## config.mk

```make
export PLATFORM = sky130hd
export DESIGN_NAME = sec_bus_ctrl
export DESIGN_NICKNAME = d
export VERILOG_FILES = /design/src/rtl/sec_bus_ctrl_pkg.sv /design/src/rtl/sec_bus_ctrl_strobe_edge.sv /design/src/rtl/sec_bus_ctrl.sv
export SDC_FILE = /design/constraint.sdc
export NUM_CORES = 1
export LEC_CHECK = 0
export ABC_AREA = 1
export BUFFER_PORTS_ARGS = -buffer_cell sky130_fd_sc_hd__buf_2
export CAP_MARGIN = 10
export CORE_ASPECT_RATIO = 1.4
export CORE_MARGIN = 3
export CORE_UTILIZATION = 40
export DETAILED_ROUTE_END_ITERATION = 7
export PLACE_DENSITY_LB_ADDON = 0.1
export SYNTH_ARGS = -nofsm -noshare
export SYNTH_HDL_FRONTEND = slang
export SYNTH_HIERARCHICAL = 1
export SYNTH_SLANG_ARGS = --single-unit
```

## constraint.sdc

```tcl
create_clock -name Clk -period 3 [get_ports Clk]
set_input_delay 0.15 -clock Clk [delete_from_list [all_inputs] [get_ports Clk]]
set_output_delay 0.15 -clock Clk [all_outputs]
set_load 0.01 [all_outputs]
```

## src/rtl/sec_bus_ctrl_pkg.sv

```systemverilog
// Shared definitions for the secondary bus controller.
//   state_e  : controller states (encodings match the bus documentation)
//   SLOT_W   : width of the slot field in the bus address
//   ERR_MAX  : saturation value of the error counter
package sec_bus_ctrl_pkg;

  localparam int unsigned SLOT_W = 3;
  localparam logic [7:0]  ERR_MAX = 8'hFF;

  typedef enum logic [1:0] {
    StIdle   = 2'd0,
    StRdWait = 2'd1,
    StRdHold = 2'd2,
    StWrHold = 2'd3
  } state_e;

  // Saturating increment of the error counter.
  function automatic logic [7:0] err_inc(input logic [7:0] cnt);
    return (cnt == ERR_MAX) ? cnt : cnt + 8'd1;
  endfunction

endpackage

```

## src/rtl/sec_bus_ctrl_strobe_edge.sv

```systemverilog
// Level-to-edge converter for one bus control level.
//   i_clk  : system clock
//   i_lvl  : bus level (Rd or Wr)
//   o_rise : high in the first cycle the level is high
//   o_fall : high in the first cycle the level is low
module sec_bus_ctrl_strobe_edge (
  input  logic i_clk,
  input  logic i_lvl,
  output logic o_rise,
  output logic o_fall
);

  logic r_lvl;

  // Deliberately not reset: during reset this copies the live level, so an
  // access already in progress when reset drops produces no rise and is
  // ignored until its level goes low.
  always_ff @(posedge i_clk) begin
    r_lvl <= i_lvl;
  end

  assign o_rise = i_lvl & ~r_lvl;
  assign o_fall = ~i_lvl & r_lvl;

endmodule

```

## src/rtl/sec_bus_ctrl.sv

```systemverilog
// Secondary bus controller: decodes the primary block's bus into per-slot
// selects and one-cycle strobes, sequences read latency and counts errors.
//   Clk, Reset          : clock, synchronous active-high reset
//   Addr, Rd, Wr, DataWr: bus from the primary block
//   SecDataRd           : registered read data back to the primary block
//   SlotSel/RdStb/WrStb : one-hot slot select and strobes
//   SlotAddr/SlotDataWr : latched offset and write data
//   SlotDataRd          : flattened slot read data, slot k at [16k+15:16k]
//   ErrCount            : saturating unmapped/protocol error count
module sec_bus_ctrl
  import sec_bus_ctrl_pkg::*;
#(
  parameter int unsigned NSLOTS     = 4,
  parameter int unsigned SLOT_LSB   = 16,
  parameter logic [4:0]  BASE       = 5'h1F,
  parameter int unsigned RD_LAT     = 2,
  parameter logic [15:0] DEFAULT_RD = 16'h0000
) (
  input  logic                 Clk,
  input  logic                 Reset,
  input  logic [23:0]          Addr,
  input  logic                 Rd,
  input  logic                 Wr,
  input  logic [15:0]          DataWr,
  output logic [15:0]          SecDataRd,
  output logic [NSLOTS-1:0]    SlotSel,
  output logic [NSLOTS-1:0]    SlotRdStb,
  output logic [NSLOTS-1:0]    SlotWrStb,
  output logic [15:0]          SlotAddr,
  output logic [15:0]          SlotDataWr,
  input  logic [16*NSLOTS-1:0] SlotDataRd,
  output logic [7:0]           ErrCount
);

  logic w_rd_rise, w_rd_fall, w_wr_rise, w_wr_fall;

  sec_bus_ctrl_strobe_edge u_rd_edge (
    .i_clk  (Clk),
    .i_lvl  (Rd),
    .o_rise (w_rd_rise),
    .o_fall (w_rd_fall)
  );

  sec_bus_ctrl_strobe_edge u_wr_edge (
    .i_clk  (Clk),
    .i_lvl  (Wr),
    .o_rise (w_wr_rise),
    .o_fall (w_wr_fall)
  );

  state_e            r_state, w_state_d;
  logic [2:0]        r_cnt, w_cnt_d;
  logic [SLOT_W-1:0] r_slot, w_slot_d;
  logic              r_block, w_block_d;
  logic [15:0]       r_sec_data_rd, w_sec_data_rd_d;
  logic [NSLOTS-1:0] r_slot_sel, w_slot_sel_d;
  logic [NSLOTS-1:0] r_slot_rd_stb, w_slot_rd_stb_d;
  logic [NSLOTS-1:0] r_slot_wr_stb, w_slot_wr_stb_d;
  logic [15:0]       r_slot_addr, w_slot_addr_d;
  logic [15:0]       r_slot_data_wr, w_slot_data_wr_d;
  logic [7:0]        r_err_cnt;
  logic              w_err;

  // Address decode of the live bus address.
  logic [SLOT_W-1:0] w_dec_slot;
  logic              w_hit;
  logic [NSLOTS-1:0] w_dec_sel;

  assign w_dec_slot = Addr[SLOT_LSB +: SLOT_W];
  assign w_hit      = (Addr[23:19] == BASE) && (32'(w_dec_slot) < NSLOTS);
  assign w_dec_sel  = w_hit ? (NSLOTS'(1) << w_dec_slot) : '0;

  // Read data of the latched slot.
  logic [15:0] w_slot_data;
  always_comb begin
    w_slot_data = '0;
    for (int i = 0; i < NSLOTS; i++) begin
      if (r_slot == SLOT_W'(i)) w_slot_data = SlotDataRd[16*i +: 16];
    end
  end

  always_comb begin
    w_state_d        = r_state;
    w_cnt_d          = r_cnt;
    w_slot_d         = r_slot;
    w_block_d        = r_block;
    w_sec_data_rd_d  = r_sec_data_rd;
    w_slot_sel_d     = r_slot_sel;
    w_slot_rd_stb_d  = '0;
    w_slot_wr_stb_d  = '0;
    w_slot_addr_d    = r_slot_addr;
    w_slot_data_wr_d = r_slot_data_wr;
    w_err            = 1'b0;

    unique case (r_state)
      StIdle: begin
        // Select is kept through the write strobe cycle, released here.
        w_slot_sel_d = '0;
        if (r_block) begin
          if (!Rd && !Wr) w_block_d = 1'b0;
        end else if ((w_rd_rise || w_wr_rise) && Rd && Wr) begin
          w_err     = 1'b1;
          w_block_d = 1'b1;
        end else if (w_rd_rise) begin
          w_slot_addr_d = Addr[15:0];
          w_slot_d      = w_dec_slot;
          if (w_hit) begin
            w_slot_sel_d    = w_dec_sel;
            w_slot_rd_stb_d = w_dec_sel;
            w_cnt_d         = 3'(RD_LAT - 1);
            w_state_d       = StRdWait;
          end else begin
            w_sec_data_rd_d = DEFAULT_RD;
            w_err           = 1'b1;
            w_state_d       = StRdHold;
          end
        end else if (w_wr_rise) begin
          w_slot_addr_d    = Addr[15:0];
          w_slot_d         = w_dec_slot;
          w_slot_data_wr_d = DataWr;
          w_slot_sel_d     = w_dec_sel;
          w_err            = !w_hit;
          w_state_d        = StWrHold;
        end
      end
      StRdWait: begin
        if (w_wr_rise) w_err = 1'b1;
        if (w_rd_fall) begin
          w_err        = 1'b1;
          w_slot_sel_d = '0;
          w_state_d    = StIdle;
        end else if (r_slot_rd_stb != '0) begin
          // Counting starts after the strobe cycle.
          w_cnt_d = r_cnt;
        end else if (r_cnt == 3'd0) begin
          w_sec_data_rd_d = w_slot_data;
          w_state_d       = StRdHold;
        end else begin
          w_cnt_d = r_cnt - 3'd1;
        end
      end
      StRdHold: begin
        if (w_wr_rise) w_err = 1'b1;
        if (!Rd) begin
          w_slot_sel_d = '0;
          w_state_d    = StIdle;
        end
      end
      StWrHold: begin
        if (w_rd_rise) w_err = 1'b1;
        if (w_wr_fall) begin
          // Select is zero on a miss, so no strobe is produced.
          w_slot_wr_stb_d = r_slot_sel;
          w_state_d       = StIdle;
        end else begin
          w_slot_data_wr_d = DataWr;
        end
      end
      default: w_state_d = StIdle;
    endcase
  end

  always_ff @(posedge Clk) begin
    if (Reset) begin
      r_state        <= StIdle;
      r_cnt          <= '0;
      r_slot         <= '0;
      r_block        <= 1'b0;
      r_sec_data_rd  <= '0;
      r_slot_sel     <= '0;
      r_slot_rd_stb  <= '0;
      r_slot_wr_stb  <= '0;
      r_slot_addr    <= '0;
      r_slot_data_wr <= '0;
      r_err_cnt      <= '0;
    end else begin
      r_state        <= w_state_d;
      r_cnt          <= w_cnt_d;
      r_slot         <= w_slot_d;
      r_block        <= w_block_d;
      r_sec_data_rd  <= w_sec_data_rd_d;
      r_slot_sel     <= w_slot_sel_d;
      r_slot_rd_stb  <= w_slot_rd_stb_d;
      r_slot_wr_stb  <= w_slot_wr_stb_d;
      r_slot_addr    <= w_slot_addr_d;
      r_slot_data_wr <= w_slot_data_wr_d;
      if (w_err) r_err_cnt <= err_inc(r_err_cnt);
    end
  end

  assign SecDataRd  = r_sec_data_rd;
  assign SlotSel    = r_slot_sel;
  assign SlotRdStb  = r_slot_rd_stb;
  assign SlotWrStb  = r_slot_wr_stb;
  assign SlotAddr   = r_slot_addr;
  assign SlotDataWr = r_slot_data_wr;
  assign ErrCount   = r_err_cnt;

endmodule

```

## Yosys cells after proc, flatten, opt, wreduce, memory -nomap -nowiden

Index checks and enable logic that the tools add are counted.

| operators by class | value |
|---|---|
| multiplexer cells | 62 |
| add/subtract/negate cells | 2 |
| reductions and logical operators | 25 |
| multiply operators | 0 |
| shift-type cells | 1 |
| magnitude comparators | 1 |
| div/mod/pow operators | 0 |
| bitwise gates (word level) | 15 |
| eq/ne operators | 26 |

Operator list:

| cell | count |
|---|---|
| 2-to-1 mux 16 bit | 18 |
| case mux 16 bit (2 select lines) | 2 |
| 2-to-1 mux 4 bit | 8 |
| 2-to-1 mux 3 bit | 9 |
| != test 2 bit, second input constant | 13 |
| 2-to-1 mux 2 bit | 10 |
| AND reduction 8 bit | 2 |
| case mux 4 bit (3 select lines) | 1 |
| 2-to-1 mux 1 bit | 11 |
| NOT 1 bit | 11 |
| adder 8 x 1 -> 8 bit, second input constant | 1 |
| equality test 8 bit, second input constant | 1 |
| case mux 2 bit (4 select lines) | 1 |
| AND reduction 7 bit | 1 |
| equality test 3 x 2 -> 1 bit, second input constant | 2 |
| zero test 3 bit | 2 |
| != test 3 x 2 -> 1 bit, second input constant | 2 |
| case mux 3 bit (2 select lines) | 1 |
| AND reduction 6 bit | 1 |
| nonzero test 2 bit | 3 |
| equality test 5 bit, second input constant | 1 |
| OR reduction 5 bit | 1 |
| bitwise AND 1 bit | 4 |
| equality test 2 bit, second input constant | 2 |
| 18 further kinds | 24 |

| word-level totals | value |
|---|---|
| memory bits (writable) | 0 |
| logic and storage cells | 145 |
| memories kept | 0 |
| output and inout port bits | 68 |
| ROM bits | 0 |
| bits in latches | 0 |
| flip-flop bits (word level) | 79 |

## Depth between registers and ports, before layout

| depth | value |
|---|---|
| depth after elaboration | 9 |
| gate-level depth with buffers | 11 |
| gate-level depth less buffers | 11 |

## By module

Netlist, hierarchy kept.

By module, submodules not included:

| module | times used | cells each | sequential area each (um^2) | area each (um^2) |
|---|---|---|---|---|
| sec_bus_ctrl | 1 | 584 | 1,541.5 | 4,018.9 |
| sec_bus_ctrl_strobe_edge | 2 | 5 | 20.0 | 35.0 |

## Worst setup path after synthesis

OpenSTA, ideal clock, no wires.

| timing | value |
|---|---|
| kind | reg2reg |
| start | reg r_state[0] |
| end | reg r_slot_data_wr[0] (netlist: SlotDataWr[0]) |
| buffers on the path | 1 |
| slack | 1,292 ps |
| period minus slack after synthesis | 1,708 ps |
| library setup time | 113 ps |
| required time | 2,887 ps |
| arrival | 1,595 ps |
| cell stages (with the launch flop) | 10 |
| cells stage by stage | dfxtp_1 inv_1 ha_1 inv_1 o21ai_0 nor3_4 inv_4 buf_6 nor2_2 nor2_1 |

| on the way | value |
|---|---|
| cells in the longest elaborated chain, start to end | 3 |
| elaborated cells between the ends (all ways) | 10 |

Ends and longest elaborated chain:

| what | RTL line | text |
|---|---|---|
| start, declared | sec_bus_ctrl.sv:51 | `state_e r_state, w_state_d;` |
| start signal, assigned | sec_bus_ctrl.sv:165 | `r_state <= StIdle;` |
| start signal, assigned | sec_bus_ctrl.sv:177 | `r_state <= w_state_d;` |
| equality test 2 bit / zero test 2 bit (equally long branches) | sec_bus_ctrl.sv:95 | `unique case (r_state)` |
| != test 2 bit (no source line) / nonzero test 2 bit (equally long branches) | - |  |
| AND reduction 6 bit (no source line) | - |  |
| end signal, assigned | sec_bus_ctrl.sv:186 | `r_slot_data_wr <= w_slot_data_wr_d;` |
| end, declared | sec_bus_ctrl.sv:60 | `logic [15:0] r_slot_data_wr, w_slot_data_wr_d;` |

Several ways; a longest one is shown, not always the timed one.
A chain may end at the register's enable or synchronous reset.

## Final worst setup path

| timing | value |
|---|---|
| start | reg r_state[0] |
| end | reg r_slot_data_wr[8] (netlist: SlotDataWr[8]) |

The elaborated chain is that of the path after synthesis.

==> flow_summary.toml <==
[run_status]
outcome = "completed"

[synth]
synth-seq-cells = 79
yosys.area_share.simple_pct = 36.63
synth-async-reset-ratio_pct = 0
synthesis.area_um2 = 4089
muxShareOfSynthArea_pct = 0
yosys.area.top_type = "dfxtp_1"
synth_top_family_by_area = "simple AND/OR/NAND/NOR gates"
synthDistinctLibCells = 34
yosys.area.top_type_share_pct = 38.68
ys_warn_count = 6
synth_area_leaders = "dfxtp_1, nor2_1, nand2_1"
synth_seq_area_share_pct = 38.68
synth_cells = 594
synthAdderAreaFrac_pct = 2.448
synthXorXnorAreaFrac_pct = 1.499
ys.flop_type = "dfxtp_1"
synth_compound_area_share_pct = 11.35
syn_area_per_cell_um2 = 6.884
synth_nets = 710
synth_edf_count = 0

[worst_setup_path]
path_max_fanout = 13
crit_family = "buffers and inverters"
cp_slowest_cell = "dfxtp_1"
end_kind = "register"
cp_data_arrival_time_ns = 2.36
critical_path_class = "register to register"
cp-start-kind = "register"
max_stage_delay_ns = 0.38
cp_num_buf_inv = 3
crit_chain = "inv_1, ha_1, inv_1, o21ai_0, nor3_4, buf_4, o21ai_0, nor2_1"
required_ns = 3.27

[clock_network]
path_clk_slew_ns = 0.06
h-tree-depth = 3
numCtsBuffers = 9
cts_tree = "built"
clk_root_buffer_cell = "clkbuf_16"
clock_latency_ns = 0.33
cts_buffer_depth = 2
cts_sinks = 79
cts_resized = 0

[pwr]
worst_ir_drop_vdd_mv = 0.4997
power_density_nw_per_um2 = 839.0
p_total_uw = 4485
leakagePower_uw = 0.002688

[floorplan]
fp.dieW_um = 91.45
core_area_um2 = 9953
die_area_um2 = 11490
start_util_pct = 41.08
io_pins = 176
num_rows = 43
fp.dieH_um = 125.6

[min_path]
hold_path_class = "input pin to register"

[sta]
setup_ws_ns = 0.9149
fin_skew_ns = 0.007180
period_share_pct = 69.50
fin_setup_tns_ns = 0
clock.fmax_ghz = 0.4796
finalSetupViolations = 0
fin_crit_ns = 2.085
slew_headroom_pct = 52.18
drv_slew = 0
hold_violations = 0
worst_slew_pin_slew_ns = 0.7165
rsz0062_at_grt = "false"

[layout]
final_nets = 875
layout.cells.non_filler = 899
drive_above_1_share_pct = 30.37
final_common_cell = "buf_2"
n_antenna_cell = 0
syn_to_final_growth_pct = 30.75
final_cell_mix = "buf_2, nor2_1, nand2_1"

[global_route]
antenna_found_initial = 0
grt_max_degree = 39
grt_pass1_wl_um = 19340
overflow = 0
track_usage_pct = 20.42
grt_pass1_vias = 4047

[placement]
place_ws_ns = 0.9160
dp_cells = 881
portBuffers = 175
gp_congestion = 0.8881
dp_hpwl_um = 9019

[drt]
detail_route.wl_per_cell_um = 13.38
drt-total-wl_um = 12030
drtAntennaViolNets = 0
drt_iter0_markers = 196
vias = 4392
drt_first_pass_iters = 5
vias_per_cell = 4.885
drc_errors = 0

[run]
max_cap_viol_count = 0
area by class of cell:
type                    count  area [um^2]
well taps                 135        168.9
multi-input cells         432         2123
clock inverters             6        76.32
inverters                  51        193.9
flip-flops and latches     79         1582
repair buffers            186        963.4
clock buffers              10        239.0
fillers                  1005         4607
metal layers:
metal / part of all wire, % / GRT usage [%]
met3: 7.1 / 4.122
met4: 2.2 / 7.549
met5: 0 / 0
met2: 48 / 34.83
met1: 42 / 25.29
worst paths after layout:
path,start,endpoint,slack (ns),cells after the start
setup reg to reg,r_state[0]$_SDFFE_PP0P_,SlotDataWr[8]$_SDFFE_PP0P_,0.91,8
setup / recovery,r_state[0]$_SDFFE_PP0P_,SlotDataWr[8]$_SDFFE_PP0P_,0.91,8
hold reg to reg,SlotSel[2]$_SDFFE_PP0P_,SlotWrStb[2]$_SDFF_PP0_,0.44,2
hold / removal,DataWr[15],SlotDataWr[15]$_SDFFE_PP0P_,0.04,3
where the power goes:
group          total [uW]  leakage (uW)  switching [uW]  internal [uW]
sequential           1430      0.000645             144           1290
clock                1130      0.000155             449            680
combinational        1930       0.00189            1260            667
per-stage QoR:
stage               area (um^2)  utilization [%]  hold WS, ns
floorplan                  4089                -       0.1777
detailed placement         5011            50.35       0.3188
CTS                        5346            53.71      0.03331
finish                     5346            53.71      0.04450
global route               5346            53.71      0.03438
global placement           5011            50.35       0.3119
what timing repair did:
action	in CTS	in global routing
hold endpoints to repair	2	0
hold buffers	2	0
setup buffers	0	0
logic make-up (layout without fill, tap and decap cells):
family | count (synthesis) | in the layout
buffers and inverters | 83 | 253
adders and majority gates | 8 | 8
and+or+nand+nor | 325 | 325
AOI/OAI and AO/OA | 92 | 92
xor gates and xnor gates | 7 | 7
DFF | 79 | 79
flip-flops by register name, summed over array words and instances, names as in the netlist:
signal	cells
r_slot	3
SecDataRd	16
ErrCount	8
SlotAddr	16
SlotDataWr	16
u_wr_edge/r_lvl	1
SlotRdStb	4
r_block	1
u_rd_edge/r_lvl	1
r_cnt	3
SlotSel	4
SlotWrStb	4
r_state	2
tightest hold or removal path, cell delays in order:
cell and delay (ns):
buf_2 0.08, nor2_2 0.03, nor2_1 0.08
Yosys cell counts, types with 2 or more instances:
cell type and number:
xor2_1 4, buf_1 2, buf_2 13, nor4_1 4, xnor2_1 3, nor2_1 107, nand3_2 3, buf_6 6
nand2_4 2, clkbuf_1 8, buf_4 2, a21oi_1 47, dfxtp_1 79, o21ai_0 30, inv_2 3, nand3_1 58
nand2_1 102, inv_1 47, nor2_2 16, nand4_1 22, ha_1 8, nor3_1 4, o21ai_1 13
Note: power is estimated with default switching activity, not from simulation.
